<file path="src/rtl/cpu10_pkg.sv">
`default_nettype none
// ============================================================================
// Module      : cpu10_pkg
// Description : Shared widths, opcodes, halt encoding and fetch state type
//               for the 10-bit single-cycle-memory CPU.
// Revision    : 1.0 - initial release
// ============================================================================
package cpu10_pkg;

   localparam int INSTR_W = 10;
   localparam int PC_W    = 10;

   // Upper four bits of a word select the operation class.
   localparam logic [3:0] OPC_JUMP = 4'b1000;

   // Encoding that stops fetch unless the instance overrides it.
   localparam logic [INSTR_W-1:0] HALT_WORD_DEFAULT = 10'b0010000010;

   typedef enum logic [1:0] {
      ST_IDLE = 2'd0,
      ST_RUN  = 2'd1,
      ST_HALT = 2'd2
   } fetch_state_t;

   // True when the word is a local jump whose target sits in bits [5:0].
   function automatic logic is_jump(input logic [INSTR_W-1:0] word);
      return word[INSTR_W-1:INSTR_W-4] == OPC_JUMP;
   endfunction

endpackage
`default_nettype wire

</file>
<file path="src/rtl/instr_fetch_if.sv">
`default_nettype none
// ============================================================================
// Module      : instr_fetch_if
// Description : Control, ROM and instruction-register signals between the
//               fetch stage (master) and its environment (slave).
// Revision    : 1.0 - initial release
// ============================================================================
interface instr_fetch_if;
   import cpu10_pkg::*;

   // Control from the rest of the pipeline
   logic               start_i;
   logic               stall_i;
   logic               redirect_valid_i;
   logic [PC_W-1:0]    redirect_pc_i;

   // Instruction ROM, combinational read
   logic [PC_W-1:0]    rom_addr_o;
   logic [INSTR_W-1:0] rom_data_i;

   // Instruction register towards decode/execute
   logic [INSTR_W-1:0] instr_o;
   logic [PC_W-1:0]    instr_pc_o;
   logic               instr_valid_o;
   logic               halted_o;

   modport master (
      input  start_i, stall_i, redirect_valid_i, redirect_pc_i, rom_data_i,
      output rom_addr_o, instr_o, instr_pc_o, instr_valid_o, halted_o
   );

   modport slave (
      output start_i, stall_i, redirect_valid_i, redirect_pc_i, rom_data_i,
      input  rom_addr_o, instr_o, instr_pc_o, instr_valid_o, halted_o
   );

endinterface
`default_nettype wire

</file>
<file path="src/rtl/fetch_next_pc.sv">
`default_nettype none
// ============================================================================
// Module      : fetch_next_pc
// Description : Combinational next-PC selection and halt-word detection.
//               Redirect beats everything; otherwise a local jump (when
//               INSTR_FETCH_JUMP_PREDECODE_EN is defined) or PC+1 with wrap.
// Revision    : 1.0 - initial release
// ============================================================================
module fetch_next_pc
   import cpu10_pkg::*;
#(
   parameter logic [INSTR_W-1:0] HALT_WORD = HALT_WORD_DEFAULT
) (
   input  wire logic [PC_W-1:0]    pc,
   input  wire logic [INSTR_W-1:0] word,
   input  wire logic               redirect_valid,
   input  wire logic [PC_W-1:0]    redirect_pc,
   output logic      [PC_W-1:0]    next_pc,
   output logic                    halt_det
);

   logic [PC_W-1:0] w_seq_pc;

   // Sequential successor; the jump target replaces it when pre-decode is on.
   always_comb begin
      w_seq_pc = pc + PC_W'(1);
`ifdef INSTR_FETCH_JUMP_PREDECODE_EN
      if (is_jump(word)) begin
         w_seq_pc = {4'b0000, word[5:0]};
      end
`endif
   end

   // Redirect from execute overrides any locally computed successor.
   always_comb begin
      next_pc  = redirect_valid ? redirect_pc : w_seq_pc;
      halt_det = (word == HALT_WORD);
   end

endmodule
`default_nettype wire

</file>
<file path="src/rtl/instr_fetch.sv">
`default_nettype none
// ============================================================================
// Module      : instr_fetch
// Description : Fetch stage. Owns the PC, addresses the instruction ROM and
//               registers the returned word with its PC. Handles stalls,
//               execute redirects and the halt word.
//               Optional feature macro: INSTR_FETCH_JUMP_PREDECODE_EN
//               (resolve opcode 4'b1000 jumps in fetch with no bubble).
// Revision    : 1.0 - initial release
// ============================================================================
module instr_fetch
   import cpu10_pkg::*;
#(
   parameter logic [PC_W-1:0]    RESET_PC  = 10'd0,
   parameter logic [INSTR_W-1:0] HALT_WORD = HALT_WORD_DEFAULT
) (
   input  wire logic     clk,
   input  wire logic     rst_n,
   instr_fetch_if.master bus
);

   fetch_state_t       r_state, w_state;
   logic [PC_W-1:0]    r_pc, w_pc;
   logic [INSTR_W-1:0] r_instr, w_instr;
   logic [PC_W-1:0]    r_instr_pc, w_instr_pc;
   logic               r_valid, w_valid;
   logic               r_halted, w_halted;

   logic [PC_W-1:0]    w_next_pc;
   logic               w_halt_det;

   fetch_next_pc #(
      .HALT_WORD      (HALT_WORD)
   ) u_next_pc (
      .pc             (r_pc),
      .word           (bus.rom_data_i),
      .redirect_valid (bus.redirect_valid_i),
      .redirect_pc    (bus.redirect_pc_i),
      .next_pc        (w_next_pc),
      .halt_det       (w_halt_det)
   );

   // State and fetch registers; reset clears everything without a clock.
   always_ff @(posedge clk or negedge rst_n) begin
      if (!rst_n) begin
         r_state    <= ST_IDLE;
         r_pc       <= RESET_PC;
         r_instr    <= '0;
         r_instr_pc <= '0;
         r_valid    <= 1'b0;
         r_halted   <= 1'b0;
      end else begin
         r_state    <= w_state;
         r_pc       <= w_pc;
         r_instr    <= w_instr;
         r_instr_pc <= w_instr_pc;
         r_valid    <= w_valid;
         r_halted   <= w_halted;
      end
   end

   // Next-state logic: redirect first, then stall hold, then normal fetch.
   always_comb begin
      w_state    = r_state;
      w_pc       = r_pc;
      w_instr    = r_instr;
      w_instr_pc = r_instr_pc;
      w_valid    = r_valid;
      w_halted   = r_halted;

      unique case (r_state)
         ST_IDLE: begin
            w_valid = 1'b0;
            if (bus.start_i) begin
               w_pc    = RESET_PC;
               w_state = ST_RUN;
            end
         end

         ST_RUN: begin
            if (bus.redirect_valid_i) begin
               // The word on the ROM bus is wrong-path: squash it.
               w_pc    = w_next_pc;
               w_valid = 1'b0;
            end else if (!bus.stall_i) begin
               w_instr    = bus.rom_data_i;
               w_instr_pc = r_pc;
               w_valid    = 1'b1;
               if (w_halt_det) begin
                  // Halt word is delivered once; PC parks on its address.
                  w_state  = ST_HALT;
                  w_halted = 1'b1;
               end else begin
                  w_pc = w_next_pc;
               end
            end
         end

         ST_HALT: begin
            w_valid = 1'b0;
            if (bus.redirect_valid_i) begin
               w_pc     = w_next_pc;
               w_state  = ST_RUN;
               w_halted = 1'b0;
            end
         end

         default: begin
            w_state = ST_IDLE;
            w_valid = 1'b0;
         end
      endcase
   end

   assign bus.rom_addr_o    = r_pc;
   assign bus.instr_o       = r_instr;
   assign bus.instr_pc_o    = r_instr_pc;
   assign bus.instr_valid_o = r_valid;
   assign bus.halted_o      = r_halted;

endmodule
`default_nettype wire

</file>
<file path="src/flat_wrapper.sv">
// flat-port wrapper written by rule: the top's interface ports become plain ports
module instr_fetch_flat import cpu10_pkg::*;
#(
   parameter logic [PC_W-1:0]    RESET_PC  = 10'd0,
   parameter logic [INSTR_W-1:0] HALT_WORD = HALT_WORD_DEFAULT
)
  (clk, rst_n, bus_start_i, bus_stall_i, bus_redirect_valid_i, bus_redirect_pc_i, bus_rom_data_i, bus_rom_addr_o, bus_instr_o, bus_instr_pc_o, bus_instr_valid_o, bus_halted_o);
  instr_fetch_if bus_i ();
  input  wire logic clk;
  input  wire logic rst_n;
  input wire logic [$bits(bus_i.start_i)-1:0] bus_start_i;
  input wire logic [$bits(bus_i.stall_i)-1:0] bus_stall_i;
  input wire logic [$bits(bus_i.redirect_valid_i)-1:0] bus_redirect_valid_i;
  input wire logic [$bits(bus_i.redirect_pc_i)-1:0] bus_redirect_pc_i;
  input wire logic [$bits(bus_i.rom_data_i)-1:0] bus_rom_data_i;
  output wire logic [$bits(bus_i.rom_addr_o)-1:0] bus_rom_addr_o;
  output wire logic [$bits(bus_i.instr_o)-1:0] bus_instr_o;
  output wire logic [$bits(bus_i.instr_pc_o)-1:0] bus_instr_pc_o;
  output wire logic [$bits(bus_i.instr_valid_o)-1:0] bus_instr_valid_o;
  output wire logic [$bits(bus_i.halted_o)-1:0] bus_halted_o;
  assign bus_i.start_i = bus_start_i;
  assign bus_i.stall_i = bus_stall_i;
  assign bus_i.redirect_valid_i = bus_redirect_valid_i;
  assign bus_i.redirect_pc_i = bus_redirect_pc_i;
  assign bus_i.rom_data_i = bus_rom_data_i;
  assign bus_rom_addr_o = bus_i.rom_addr_o;
  assign bus_instr_o = bus_i.instr_o;
  assign bus_instr_pc_o = bus_i.instr_pc_o;
  assign bus_instr_valid_o = bus_i.instr_valid_o;
  assign bus_halted_o = bus_i.halted_o;
  instr_fetch #(.RESET_PC(RESET_PC), .HALT_WORD(HALT_WORD)) u_core (.clk(clk), .rst_n(rst_n), .bus(bus_i));
endmodule
</file>
<file path="config.mk">
export PLATFORM = sky130hd
export DESIGN_NAME = instr_fetch_flat
export DESIGN_NICKNAME = d
export VERILOG_FILES = /design/src/rtl/cpu10_pkg.sv /design/src/rtl/instr_fetch_if.sv /design/src/rtl/fetch_next_pc.sv /design/src/rtl/instr_fetch.sv /design/src/flat_wrapper.sv
export SDC_FILE = /design/constraint.sdc
export NUM_CORES = 1
export LEC_CHECK = 0
export ABC_AREA = 1
export ABC_CLOCK_PERIOD_IN_PS = 1400
export BUFFER_PORTS_ARGS = -buffer_cell sky130_fd_sc_hd__buf_2
export CAP_MARGIN = 40
export CELL_PAD_IN_SITES_DETAIL_PLACEMENT = 0
export CELL_PAD_IN_SITES_GLOBAL_PLACEMENT = 1
export CORE_MARGIN = 2
export CORE_UTILIZATION = 33
export CTS_CLUSTER_SIZE = 40
export DETAILED_ROUTE_END_ITERATION = 8
export HOLD_SLACK_MARGIN = 0.06
export PLACE_DENSITY_LB_ADDON = 0.1
export SLEW_MARGIN = 40
export SYNTH_ARGS = -nofsm -noshare
export SYNTH_HDL_FRONTEND = slang
export SYNTH_SLANG_ARGS = --single-unit
</file>
<file path="constraint.sdc">
create_clock -name clk -period 1.4 [get_ports clk]
set_input_delay 0.07 -clock clk [delete_from_list [all_inputs] [get_ports clk]]
set_output_delay 0.07 -clock clk [all_outputs]
set_load 0.05 [all_outputs]
</file>
==> key figures <==
Layout
  • Layout cell share with drive strength beyond 1: 0.413
  • Fin nets: 333
  • Post-layout instance area: 0.00260 mm^2
  • Footprint of the multi-input gates: 878 um^2
  • Register area: 858 um^2
  • # diodes: 0
  • Fill count: 532
  • P&R area growth vs syn: 47.5%

Critical path
  • Crit path launch: u_core.r_state[1]
  • RR Startpoint: u_core.r_state[1]
  • Crit path kind: reg2reg
  • Crit path largest cell delay: 0.41 ns
  • Family with the most delay on the worst path: simple AND/OR/NAND/NOR gates
  • Element type at the critical path start: flop
  • Worst-path maximum fanout: 7
  • CP required: 1.62 ns
  • Arr. time, crit path: 1.67 ns
  • R2r endpoint: u_core.bus.rom_addr_o[1]
  • Cell-by-cell trace of the critical path: inv_2 > ha_4 > nand3_2 > nand2_2 > nor2_4 > nand2_4 > nor2_4 > nand2_1 > nand2_1
  • Reg-to-reg slack, setup: -0.04 ns
  • Worst R2R Path Depth: 9
  • Crit end category: flop
  • WP buf/inv: 1
  • Crit-path slowest cell: dfrtp_1

Logic synthesis
  • Syn. warnings: 0
  • Ys async rst share: 1.00
  • Synth Area in Compound Gates: 0.0604
  • Largest area contributor in the netlist: dfrtp_1
  • Fraction of the mapped netlist area in adder cells: 0.0426
  • Top_reg_cell synth: dfrtp_1
  • Register area share after synthesis: 0.483
  • Unique cell type count in the Yosys netlist: 23
  • Synth Register Bits: 34
  • Most common cell in the synthesized netlist: nand2_1
  • Combinational family with the most area after synthesis: simple AND/OR/NAND/NOR gates
  • Mapped Area: 0.00176 mm^2
  • Synth Instances: 213
  • Area contributors post-synth: dfrtp_1, nand2_1, mux2_2
  • Top cells by count, synth: nand2_1, dfrtp_1, inv_1
  • Post-synthesis simple-gate area fraction: 0.259
  • Syn avg cell area: 8.26 um^2
  • Multiplexer area fraction after synthesis: 0.0704
  • Net Count, Synth: 244
  • Post-Synth XOR/XNOR Area: 0.0149
  • Post-synth top area share: 0.483
  • Number of flops mapped to enable cells by yosys: 0

GRT
  • Gr usage total: 0.162
  • Overflow after GRT: 0
  • Vias in the first global route: 1,593
  • Largest net degree at the start of global routing: 19
  • Initial antenna violation count: 0
  • First-pass GRT wire length: 7.52 mm

Clock tree
  • Clk Latency, worst-skew pair: 0.29 ns
  • CTS tree: yes
  • Clock Path Buffers: 2
  • Clock Sinks: 34
  • CTS H-Tree Depth: 2
  • Clock root buffer: clkbuf_8
  • Reg clk slew, reported paths: 0.07 ns
  • Cts bufs inserted: 5

STA
  • Fmax: 693 MHz
  • Sum Neg Setup Slack: -0.348 ns
  • Final worst path period share: 1.03
  • Final setup viols: 13
  • RSZ-0062 raised after global routing: yes
  • Rel. slew slack: 0.709
  • Final min period: 1.44 ns
  • Final critical-path setup slack: -0.0435 ns
  • Clock Skew: 0.00591 ns
  • Pins over their slew limit: 0
  • Worst-margin pin slew: 0.437 ns
  • Final hold violation count: 0

Placement
  • Placed Area: 0.00226 mm^2
  • Port Buf Inserts: 56
  • DP Worst Slack: -0.118 ns
  • GPL Wtd Cong: 0.756
  • Detailed placer's ending HPWL: 3.24 mm

Route
  • Iteration-0 DRC Markers: 72
  • DRT Pass-1 Iters: 4
  • Remaining antenna violation count: 0
  • Routed length per instance: 12.0 um
  • Final WL: 4.48 mm
  • # DRC: 0
  • Vias: 1,653
  • Vias per cell: 4.43

Pwr
  • Logic pwr share: 0.571
  • Reg power frac: 0.281
  • P_leak: 0.00138 uW
  • P_sw: 2970 uW
  • Sw frac: 0.493
  • PwrDens: 2310 mW/mm^2
  • Clock power share: 0.148
  • Internal power: 3040 uW
  • Peak supply drop: 1.09 mV

Hold path
  • Hold Path Origin: bus_rom_data_i[8]
  • Worst hold path class: in2reg
  • Hold path cells: 3
  • Worst Hold Path EP: u_core.bus.instr_o[8]

Floorplan
  • # rows: 26
  • # IOs: 57
  • Die Wd: 77.0 um
  • Die area: 0.00594 mm^2
  • Die Y: 77.0 um
  • Starting Density: 0.343
  • Core Footprint: 0.00514 mm^2

Outcome
  • Failing checks: negative setup slack
  • Status: complete, but fails checks

Flow run
  • Max Cap Viol: 0
-- state kept, by name (all words and copies together) (netlist names) --
| signal | count |
|---|---|
| u_core.bus.halted_o | 1 |
| u_core.bus.rom_addr_o | 10 |
| u_core.bus.instr_o | 10 |
| u_core.bus.instr_pc_o | 10 |
| u_core.r_state | 2 |
| u_core.bus.instr_valid_o | 1 |
-- power groups by stage --
stage	Clock, uW	Sequential [uW]	Combinational, uW
global route	963	1760	3690
global placement	0	1690	3150
floorplan	0	2910	1040
finish	890	1690	3430
detailed placement	0	1690	3180
CTS	919	1690	3360
-- area by class of cell --
type | count | share of cell area
clock buffers | 5 | 0.0265
inverters | 22 | 0.0328
flip-flops and latches | 34 | 0.330
repair buffers | 88 | 0.223
well taps | 70 | 0.0337
multi-input cells | 151 | 0.338
clock inverters | 3 | 0.0154
-- how the worst max path moves through the flow --
stage,end,slack [ns],depth (start not counted)
2_1_floorplan,u_core.bus.rom_addr_o[8],-0.002,8
3_3_place_gp,u_core.bus.rom_addr_o[2],-0.12,9
3_5_place_dp,u_core.bus.rom_addr_o[4],-0.12,9
4_1_cts,u_core.bus.rom_addr_o[4],-0.09,9
5_1_grt,u_core.bus.rom_addr_o[4],-0.13,9
6_report,u_core.bus.rom_addr_o[1],-0.04,9
-- stage by stage --
step                      instances  utilization  power, uW  hold slack (ns)
after floorplan                 213            -       3960           -0.226
after global placement          349        0.440       4840           0.0425
after detailed placement        349        0.440       4870           0.0427
after CTS                       371        0.497       5970           0.0647
after global routing            373        0.505       6420            0.100
final                           373        0.505       6010           0.0726
-- routing by layer --
layer | GRT usage | vias to the layer above | wire length (um) | part of all wire
met2 | 0.270 | 42 | 2090 | 0.47
li1 | - | 850 | - | -
met1 | 0.207 | 756 | 2110 | 0.47
met4 | 0.0536 | 0 | 61 | 0.014
met3 | 0.0376 | 5 | 218 | 0.049
met5 | 0 | - | 0 | 0
-- timing repair --
| action | 4_1_cts | 5_1_grt |
|---|---|---|
| pin swaps | 10 | 10 |
| endpoints found under the hold margin | 27 | 0 |
| setup buffers | 3 | 2 |
| setup endpoints to repair | 13 | 31 |
| hold buffers | 11 | 0 |
| resized for setup | 16 | 9 |
-- cells by family (layout without fill, tap and decap cells) --
logic type,count (synthesis),after routing
AND/OR/NAND/NOR,110,110
flip-flops,34,34
buffers and inverters,28,118
AO/OA/AOI/OAI,21,21
multiplexers,11,11
adder cells (fa/ha/maj),6,6
XOR/XNOR,3,3
-- layout by cell type (no fill, tap or decap), drive strengths merged, types with 5 or more instances in the layout --
| cell | instances |
|---|---|
| dfrtp | 34 |
| ha | 6 |
| dlygate4sd3 | 11 |
| nor2 | 17 |
| inv | 22 |
| clkbuf | 5 |
| o21ai | 17 |
| mux2 | 11 |
| buf | 77 |
| nand3 | 14 |
| nand2 | 76 |
-- worst register-to-register path: cells and delay by family (launching register included) --
kind                       cells  cell delay (ns)
and+or+nand+nor                7             0.68
buffers and inverters          1             0.09
adders and majority gates      1             0.19
DFF                            1             0.41
(Power assumes the default switching activity.)
